[src/rtl/ga20_pkg.sv]
// Shared types and constants for the GA20 sample fetch arbiter.
package ga20_pkg;

    localparam int unsigned ADDR_W   = 20;
    localparam logic [7:0]  FILL_DEF = 8'h80;

    typedef enum logic [1:0] {
        StIdle,
        StIssue,
        StWait,
        StDone
    } state_e;

endpackage

[src/rtl/rr_pick.sv]
// Combinational round-robin picker: first requester at or after (last + 1) mod NCH.
module rr_pick #(
    parameter int unsigned NCH = 4,
    parameter int unsigned GW  = 2
) (
    input  logic [NCH-1:0] req,
    input  logic [GW-1:0]  last,
    output logic [GW-1:0]  grant,
    output logic           any_req
);

    int unsigned   idx;
    logic [GW-1:0] idx_g;
    logic          found;

    // Offset NCH wraps back to 'last' itself, so a lone requester is re-granted.
    always_comb begin
        grant = last;
        found = 1'b0;
        idx   = 0;
        idx_g = '0;
        for (int unsigned k = 1; k <= NCH; k++) begin
            idx = 32'(last) + k;
            if (idx >= NCH) idx = idx - NCH;
            idx_g = GW'(idx);
            if (!found && req[idx_g]) begin
                grant = idx_g;
                found = 1'b1;
            end
        end
    end

    assign any_req = |req;

endmodule

[src/rtl/ga20_sample_arb.sv]
// Round-robin arbiter that serialises GA20 channel sample-ROM byte fetches onto one
// sample-cache read port, with a per-fetch timeout that returns a fill byte.
module ga20_sample_arb
    import ga20_pkg::*;
#(
    parameter int unsigned NCH     = 4,
    parameter int unsigned TIMEOUT = 255,
    parameter logic [7:0]  FILL    = FILL_DEF,
    localparam int unsigned GW     = (NCH > 1) ? $clog2(NCH) : 1
) (
    input  logic                        clk_sys,
    input  logic                        reset_n,
    input  logic [NCH-1:0]              ch_req,
    input  logic [NCH-1:0][ADDR_W-1:0]  ch_addr,
    output logic [NCH-1:0]              ch_ack,
    output logic [7:0]                  ch_data,
    output logic                        sample_rd,
    output logic [ADDR_W-1:0]           sample_addr,
    input  logic                        sample_valid,
    input  logic [7:0]                  sample_din,
    output logic                        timeout_err,
    output logic [GW-1:0]               grant_dbg
);

    localparam logic [7:0] TLIM = 8'(TIMEOUT);

    state_e        state;
    logic [7:0]    tcnt;
    logic [GW-1:0] pick;
    logic          any_req;

    rr_pick #(
        .NCH (NCH),
        .GW  (GW)
    ) u_rr_pick (
        .req     (ch_req),
        .last    (grant_dbg),
        .grant   (pick),
        .any_req (any_req)
    );

    always_ff @(posedge clk_sys or negedge reset_n) begin
        if (!reset_n) begin
            state       <= StIdle;
            tcnt        <= '0;
            sample_rd   <= 1'b0;
            sample_addr <= '0;
            ch_ack      <= '0;
            ch_data     <= FILL;
            timeout_err <= 1'b0;
            grant_dbg   <= GW'(NCH - 1);
        end else begin
            ch_ack <= '0;
            unique case (state)
                StIdle: begin
                    if (any_req) begin
                        grant_dbg   <= pick;
                        sample_addr <= ch_addr[pick];
                        sample_rd   <= 1'b1;
                        tcnt        <= '0;
                        state       <= StIssue;
                    end
                end
                StIssue, StWait: begin
                    if (tcnt != TLIM) tcnt <= tcnt + 8'd1;
                    if (sample_valid || (state == StWait && tcnt == TLIM)) begin
                        sample_rd <= 1'b0;
                        state     <= StDone;
                        if (!sample_valid) timeout_err <= 1'b1;
                        // Withdrawal is judged on the completing edge so ack and data
                        // are both registered for the DONE cycle.
                        if (ch_req[grant_dbg]) begin
                            ch_ack[grant_dbg] <= 1'b1;
                            ch_data           <= sample_valid ? sample_din : FILL;
                        end
                    end else begin
                        state <= StWait;
                    end
                end
                StDone: state <= StIdle;
                default: state <= StIdle;
            endcase
        end
    end

endmodule

[config.mk]
export PLATFORM = sky130hd
export DESIGN_NAME = ga20_sample_arb
export DESIGN_NICKNAME = d
export VERILOG_FILES = /design/src/rtl/ga20_pkg.sv /design/src/rtl/rr_pick.sv /design/src/rtl/ga20_sample_arb.sv
export SDC_FILE = /design/constraint.sdc
export NUM_CORES = 1
export LEC_CHECK = 0
export CAP_MARGIN = 20
export CORE_ASPECT_RATIO = 0.75
export CORE_MARGIN = 3
export CORE_UTILIZATION = 38
export DETAILED_ROUTE_END_ITERATION = 10
export PLACE_DENSITY = 0.77
export SYNTH_ARGS = -nofsm -noshare
export SYNTH_HDL_FRONTEND = slang
export SYNTH_SLANG_ARGS = --single-unit
[constraint.sdc]
create_clock -name clk_sys -period 2.7 [get_ports clk_sys]
set_input_delay 0.54 -clock clk_sys [delete_from_list [all_inputs] [get_ports clk_sys]]
set_output_delay 0.54 -clock clk_sys [all_outputs]
set_load 0.01 [all_outputs]
# Word level (Yosys, flattened, before mapping)
# Cells that the tools add are included.
[classes]
addsub = 9
n_lt_le_gt_ge = 11
eq_ne = 8
muxes = 38
bitwise_logic = 1
n_reduce_logical = 18
[ops]
columns = ["cell", "count"]
rows = [
  ["$bmux 20 s2", 1],
  ["$mux 8", 3],
  ["$mux 20", 1],
  ["$lt 2x3->1 const B", 6],
  ["$mux 2", 9],
  ["$pmux 8 s2", 1],
  ["$mux 1", 12],
  ["$mux 4", 3],
  ["$reduce_and 3->1", 4],
  ["$bmux 1 s2", 5],
  ["$ge 3x3->1 const B", 3],
  ["$add 8x1->8 const B", 1],
  ["$eq 8x8->1 const B", 1],
  ["$ne 8x8->1 const B", 1],
  ["$sub 2x1->2 const B", 4],
  ["$add 2x2->3 const B", 2],
  ["$ne 2x2->1 const B", 3],
  ["$pmux 2 s3", 1],
  ["$logic_and 1x1->1", 5],
  ["$add 2x3->4 const B", 1],
  ["$eq 2x2->1 const B", 2],
  ["$ge 4x3->1 const B", 1],
  ["$reduce_or 4->1", 1],
  ["$add 2x1->3 const B", 1],
  ["11 further kinds", 13],
]
[totals]
ff_bits = 46
input_bits = 95
output_inout_bits = 36
elab_cells = 93

# Depth between registers and ports, before layout
[depth]
word_depth = 17
depth_mapped = 11
depth_no_buf = 9

# By module
# Synthesis repeated with hierarchy kept, for this count alone.
[hier_totals]
hier_cells = 209
area_unflattened_um2 = 2677.6
[by_module_without_submodules]
columns = ["module", "n_inst", "cells_per_inst", "area_per_inst_um2", "seq_area_each_um2"]
rows = [
  ["ga20_sample_arb", 1, 195, 2605.0, 1154.9],
  ["rr_pick", 1, 14, 72.6, 0.0],
]

# Least setup slack after synthesis
# No wires, ideal clock.
[synth_path]
path_type = "register -> register"
startpoint = "reg grant_dbg[1]"
endpoint = "reg sample_addr[13]"
setup_ps = 126
arrival_time_ps = 2623
required_ps = 2574
path_slack_ps = -49
path_stages_with_launch = 11
synth_period_minus_slack_ps = 2749
path_cell_list = "dfstp_2 > buf_2 > inv_1 > ha_1 > mux4_2 > a21oi_4 > xnor2_4 > buf_6 > mux2i_1 > nor2_1 > a221o_1"
[synth_between]
elab_chain_cells = 17
word_cells_on_any_way = 39
[synth_lines]
columns = ["element", "line_no", "source"]
rows = [
  ["start: declaration", "ga20_sample_arb.sv:22", "output logic [GW-1:0] grant_dbg"],
  ["start signal: assignment", "ga20_sample_arb.sv:51", "grant_dbg <= GW'(NCH - 1);"],
  ["start signal: assignment", "ga20_sample_arb.sv:57", "grant_dbg <= pick;"],
  ["$add 2x1->3", "rr_pick.sv:23", "idx = 32'(last) + k;"],
  ["$ge 3x3->1 / $sub 2x1->2 (equally long branches)", "rr_pick.sv:24", "if (idx >= NCH) idx = idx - NCH;"],
  ["$mux 2", "rr_pick.sv:24", ""],
  ["$bmux 1 s2", "rr_pick.sv:26", "if (!found && req[idx_g]) begin"],
  ["$mux 1 (not written as such)", "rr_pick.sv:26", ""],
  ["$mux 1", "rr_pick.sv:26", ""],
  ["$logic_not 1->1", "rr_pick.sv:26", ""],
  ["$logic_and 1x1->1", "rr_pick.sv:26", ""],
  ["$mux 1", "rr_pick.sv:26", ""],
  ["$logic_not 1->1", "rr_pick.sv:26", ""],
  ["$logic_and 1x1->1", "rr_pick.sv:26", ""],
  ["$mux 1", "rr_pick.sv:26", ""],
  ["$logic_not 1->1", "rr_pick.sv:26", ""],
  ["$logic_and 1x1->1", "rr_pick.sv:26", ""],
  ["$mux 2 *", "rr_pick.sv:26", ""],
  ["$bmux 20 s2 *", "ga20_sample_arb.sv:58", "sample_addr <= ch_addr[pick];"],
  ["$mux 20 (not written as such) *", "ga20_sample_arb.sv:58", ""],
  ["end signal: assignment", "ga20_sample_arb.sv:58", ""],
  ["end: declaration", "ga20_sample_arb.sv:18", "output logic [ADDR_W-1:0] sample_addr,"],
]
# Mark *: on every way between the ends. The rest lies on a longest branch, timed or not. The select of a mux whose other input is x is not followed.
# A chain may end at the register's enable or synchronous reset.

# Worst setup path in the final report
[layout_path]
startpoint = "in ch_req[1]"
endpoint = "reg sample_addr[11]"
[layout_between]
elab_chain_cells = 14
word_cells_on_any_way = 25
[layout_lines]
columns = ["element", "line_no", "source"]
rows = [
  ["start: declaration", "ga20_sample_arb.sv:13", "input logic [NCH-1:0] ch_req,"],
  ["$bmux 1 s2", "rr_pick.sv:26", ""],
  ["$mux 1 (not written as such)", "rr_pick.sv:26", ""],
  ["$mux 1", "rr_pick.sv:26", ""],
  ["$logic_not 1->1", "rr_pick.sv:26", ""],
  ["$logic_and 1x1->1", "rr_pick.sv:26", ""],
  ["$mux 1", "rr_pick.sv:26", ""],
  ["$logic_not 1->1", "rr_pick.sv:26", ""],
  ["$logic_and 1x1->1", "rr_pick.sv:26", ""],
  ["$mux 1", "rr_pick.sv:26", ""],
  ["$logic_not 1->1", "rr_pick.sv:26", ""],
  ["$logic_and 1x1->1", "rr_pick.sv:26", ""],
  ["$mux 2", "rr_pick.sv:26", ""],
  ["$bmux 20 s2", "ga20_sample_arb.sv:58", ""],
  ["$mux 20 (not written as such)", "ga20_sample_arb.sv:58", ""],
]
# Parallel ways exist; a longest one is shown, timed or not. The select of a mux whose other input is x is not followed.

==> flow_summary.html <==
<table>
<tr><th>Metric</th><th>Value</th></tr>
<tr><th colspan="2">Global route</th></tr>
<tr><td>Pin count of the biggest net entering global routing</td><td>34</td></tr>
<tr><td>Met1 Track Usage GR</td><td>23.2%</td></tr>
<tr><td>Global-route wire length before repair</td><td>13,000 microns</td></tr>
<tr><td>Antenna violations before repair</td><td>0</td></tr>
<tr><td>Overall fraction of global-route tracks in use</td><td>18.8%</td></tr>
<tr><td>Via count of the first global-routing pass</td><td>2,712</td></tr>
<tr><td>GRT met3 Usage</td><td>3.81%</td></tr>
<tr><td>Met2 layer usage reported by global route</td><td>32.7%</td></tr>
<tr><td>Routing layer with the top usage in global route</td><td>met2</td></tr>
<tr><td>Gr ovfl total</td><td>0</td></tr>
<tr><th colspan="2">Worst setup path</th></tr>
<tr><td>Endpoint arrival time on the critical path</td><td>2850 ps</td></tr>
<tr><td>Setup crit end kind</td><td>register</td></tr>
<tr><td>CP Buf/Inv Count</td><td>4</td></tr>
<tr><td>Path type of the worst setup path</td><td>input pin to register</td></tr>
<tr><td>Cells along the critical path</td><td>clkdlybuf4s50_1 -&gt; mux4_2 -&gt; inv_2 -&gt; a21oi_4 -&gt; xnor2_4 -&gt; buf_12 -&gt; buf_12 -&gt; mux2i_1 -&gt; nor3_1 -&gt; a221o_1</td></tr>
<tr><td>Worst r2r src</td><td>grant_dbg[1]$_DFFE_PN1P_</td></tr>
<tr><td>Kind of cell adding the most delay to the critical path</td><td>buffers and inverters</td></tr>
<tr><td>Most numerous cell on the critical path</td><td>buf_12</td></tr>
<tr><td>Worst Setup Start Kind</td><td>input pin</td></tr>
<tr><td>Critical path data required time</td><td>2880 ps</td></tr>
<tr><td>Largest stage delay on the critical path</td><td>540 ps</td></tr>
<tr><td>Worst setup path startpoint</td><td>ch_req[1]</td></tr>
<tr><td>Critical-path top delay cell</td><td>mux4_2</td></tr>
<tr><td>Top fanout value on the critical path</td><td>5</td></tr>
<tr><th colspan="2">Place</th></tr>
<tr><td>Final GP Congestion</td><td>0.782</td></tr>
<tr><td>Count of buffers inserted at the top-level ports</td><td>130</td></tr>
<tr><td>Total half-perimeter wirelength after legalization and detailed placement</td><td>6820 microns</td></tr>
<tr><td>Placed Instance Area</td><td>4390 sq um</td></tr>
<tr><td>Setup slack at placement</td><td>-233 ps</td></tr>
<tr><th colspan="2">Die</th></tr>
<tr><td>Std-Cell Core Area</td><td>7060 sq um</td></tr>
<tr><td>Die Area</td><td>8620 sq um</td></tr>
<tr><td>Number of placement rows</td><td>26</td></tr>
<tr><td>Horizontal die dimension</td><td>106 microns</td></tr>
<tr><td>Ports</td><td>131</td></tr>
<tr><td>Die Ht</td><td>81.2 microns</td></tr>
<tr><td>Initial Utilization</td><td>40.6%</td></tr>
<tr><th colspan="2">Clock network</th></tr>
<tr><td>Max Root-Sink Buffers</td><td>2</td></tr>
<tr><td>CTS H-tree lvls</td><td>2</td></tr>
<tr><td>Insertion delay of the later-clocked pin in the worst-skew pair</td><td>300 ps</td></tr>
<tr><td>Clock transition time at the flip-flop clock pins of the worst setup and hold paths</td><td>90 ps</td></tr>
<tr><td>Master cell of the clock root buffer</td><td>clkbuf_8</td></tr>
<tr><td>TritonCTS clock tree</td><td>done</td></tr>
<tr><td>Hold buffers post-CTS</td><td>0</td></tr>
<tr><td>Count of clock tree sinks</td><td>46</td></tr>
<tr><td>Cts bufs inserted</td><td>5</td></tr>
<tr><th colspan="2">Detailed routing</th></tr>
<tr><td>Total Routed Length</td><td>8750 microns</td></tr>
<tr><td>Detailed Routing Iterations Pass 1</td><td>4</td></tr>
<tr><td>Starting DRC count in detailed routing</td><td>116</td></tr>
<tr><td>Detailed-route vias per instance</td><td>5.17</td></tr>
<tr><td>DRC errors left</td><td>0</td></tr>
<tr><td>Count of antenna-violating nets left after detailed routing</td><td>0</td></tr>
<tr><td>Routed via count</td><td>2,736</td></tr>
<tr><td>DR WL/cell</td><td>16.5 microns</td></tr>
<tr><th colspan="2">Timing</th></tr>
<tr><td>Max Transition Viols Final</td><td>0</td></tr>
<tr><td>Maximum clock skew at final layout</td><td>9.11 ps</td></tr>
<tr><td>Max-slew headroom</td><td>54.6%</td></tr>
<tr><td>Pin slew with the least headroom to its limit</td><td>678 ps</td></tr>
<tr><td>Worst setup slack after layout</td><td>30.9 ps</td></tr>
<tr><td>Shortest clock period the worst path allows after layout</td><td>2670 ps</td></tr>
<tr><td>Max Clk Rate</td><td>375 MHz</td></tr>
<tr><td>Final TNS setup</td><td>0 ps</td></tr>
<tr><td>Final clock period utilization by the worst path</td><td>98.9%</td></tr>
<tr><td>Setup violations, final</td><td>0</td></tr>
<tr><td>Total count of hold-check failures in the final report</td><td>0</td></tr>
<tr><th colspan="2">Finish</th></tr>
<tr><td>Most frequent cells in the layout</td><td>clkdlybuf4s50_1 (129), dfrtp_1 (43), mux2i_1 (37)</td></tr>
<tr><td>Ratio of cells with drive above 1 in the final layout</td><td>15.3%</td></tr>
<tr><td>Antenna cells</td><td>0</td></tr>
<tr><td>Fill cell total of the finished layout</td><td>549</td></tr>
<tr><td>Most common cell after layout, fill and taps aside</td><td>clkdlybuf4s50_1</td></tr>
<tr><td>Area added between synthesis and finish</td><td>63.5%</td></tr>
<tr><td>Sequential cell area</td><td>1150 sq um</td></tr>
<tr><td>Total number of nets in the final design</td><td>533</td></tr>
<tr><td>Summed area of non-filler cells in the final layout</td><td>4680 sq um</td></tr>
<tr><td>Multi-input gate area</td><td>1580 sq um</td></tr>
<tr><th colspan="2">Status</th></tr>
<tr><td>Outcome</td><td>complete, no violations</td></tr>
<tr><th colspan="2">Logic synthesis</th></tr>
<tr><td>Synthesized Nets</td><td>386</td></tr>
<tr><td>Sequential cell area fraction in the yosys report</td><td>40.3%</td></tr>
<tr><td>Flip-flop cell with the highest count after synthesis</td><td>dfrtp_1</td></tr>
<tr><td>Mean cell area of the mapped netlist</td><td>10.1 sq um</td></tr>
<tr><td>Count of distinct cell types in the synthesized netlist</td><td>39</td></tr>
<tr><td>Number of enable-type register cells in the synthesized netlist</td><td>0</td></tr>
<tr><td>Yosys warning count</td><td>0</td></tr>
<tr><td>Share of async-settable or async-resettable flops after synthesis</td><td>100%</td></tr>
<tr><td>Cell Area, Synth</td><td>2860 sq um</td></tr>
<tr><td>Synth Instances</td><td>283</td></tr>
<tr><td>Number of flip-flops and latches in the synthesized netlist</td><td>46</td></tr>
<tr><th colspan="2">Pwr</th></tr>
<tr><td>Leakage power of the design</td><td>2.07 nW</td></tr>
<tr><td>Power per unit of standard cell area</td><td>1330 nW/um^2</td></tr>
<tr><td>Maximum resistive drop on vdd</td><td>1.10 mV</td></tr>
<tr><th colspan="2">Run</th></tr>
<tr><td>Total of max-cap violations</td><td>0</td></tr>
<tr><th colspan="2">Min path</th></tr>
<tr><td>Worst hold path type</td><td>input pin to asynchronous set/reset pin</td></tr>
</table>
layout make-up:
class                   instances  share of cell area [%]
inverters                      10                   0.802
clock inverters                 2                    1.28
multi-input cells             206                    33.7
flip-flops and latches         46                    24.7
well taps                      98                    2.62
repair buffers                161                    35.2
clock buffers                   6                    1.76
stage by stage:
stage	hold slack [ps]	total power (W)	util, %	instances
after floorplan	244	0.00376	-	283
after global placement	446	0.00489	62.2	513
after detailed placement	449	0.00501	62.2	513
after CTS	166	0.00565	64.2	521
after global routing	179	0.00664	66.3	529
final	155	0.00625	66.3	529
kinds of logic (layout without fill, tap and decap cells):
group                      after synthesis  count (layout)  synth area share (%)
xor gates and xnor gates                 8               8                  3.10
DFF                                     46              46                  40.3
muxes                                   48              48                  18.7
buffers and inverters                   31             179                  5.90
and+or+nand+nor                        102             102                  16.6
adders and majority gates                8               8                  3.50
AOI/OAI and AO/OA                       40              40                  11.9
metal layers:
layer  up-vias  routed length, microns  share of wire (%)
met2        71                    4680                 53
li1       1312                       -                  -
met1      1332                    3440                 39
met5         -                       0                  0
met4         0                     315                3.6
met3        21                     319                3.6
Yosys cell counts, drive strengths merged, types with 6 or more instances:
| master | number | area [sq um] |
|---|---|---|
| ha | 8 | 100 |
| dfrtp | 43 | 1080 |
| nor3 | 19 | 95.1 |
| inv | 10 | 37.5 |
| nand2 | 21 | 78.8 |
| clkbuf | 8 | 30.0 |
| nand3 | 10 | 50.1 |
| xor2 | 6 | 52.6 |
| buf | 13 | 101 |
| a221o | 19 | 190 |
| nor2 | 32 | 120 |
| o21ai | 8 | 40.0 |
| mux2i | 41 | 410 |
power by group:
part	internal (W)	switching (W)	total, W	leakage (nW)
logic	0.00245	0.00202	0.00447	1.41
registers	0.000972	0.000166	0.00114	0.586
clock network	0.000395	0.000237	0.000632	0.0714
total	0.00382	0.00243	0.00625	2.07
sequential cells by signal, indices dropped and copies added (netlist names):
register / flops
tcnt: 8
grant_dbg: 2
sample_addr: 20
ch_ack: 4
sample_rd: 1
timeout_err: 1
state: 2
ch_data: 8
path summary, 6_finish.rpt:
kind	endpoint	slack (ps)	cells past startpoint
min in group clk_sys	ch_data[7]$_DFFE_PN1P_	460	2
max in group asynchronous	grant_dbg[0]$_DFFE_PN1P_	1910	2
setup / recovery	sample_addr[11]$_DFFE_PN0P_	30	10
setup reg to reg	sample_addr[11]$_DFFE_PN0P_	50	10
hold / removal	sample_addr[19]$_DFFE_PN0P_	160	1
hold reg to reg	ch_data[7]$_DFFE_PN1P_	460	2
what timing repair did:
item,CTS,global route
endpoints found under the setup margin,0,17
gates resized for setup,0,19
buffers inserted,0,8
hold endpoints to repair,0,0
worst reg2reg max path: cells and delay by family, from the launching register on:
| kind | cells | cell delay [ps] |
|---|---|---|
| multiplexers | 2 | 590 |
| AO/OA/AOI/OAI | 2 | 500 |
| AND/OR/NAND/NOR | 1 | 90 |
| flip-flops | 1 | 540 |
| XOR/XNOR | 1 | 190 |
| buffers and inverters | 3 | 350 |
| adder cells (fa/ha/maj) | 1 | 290 |
Power figures use the tool's default switching activity.
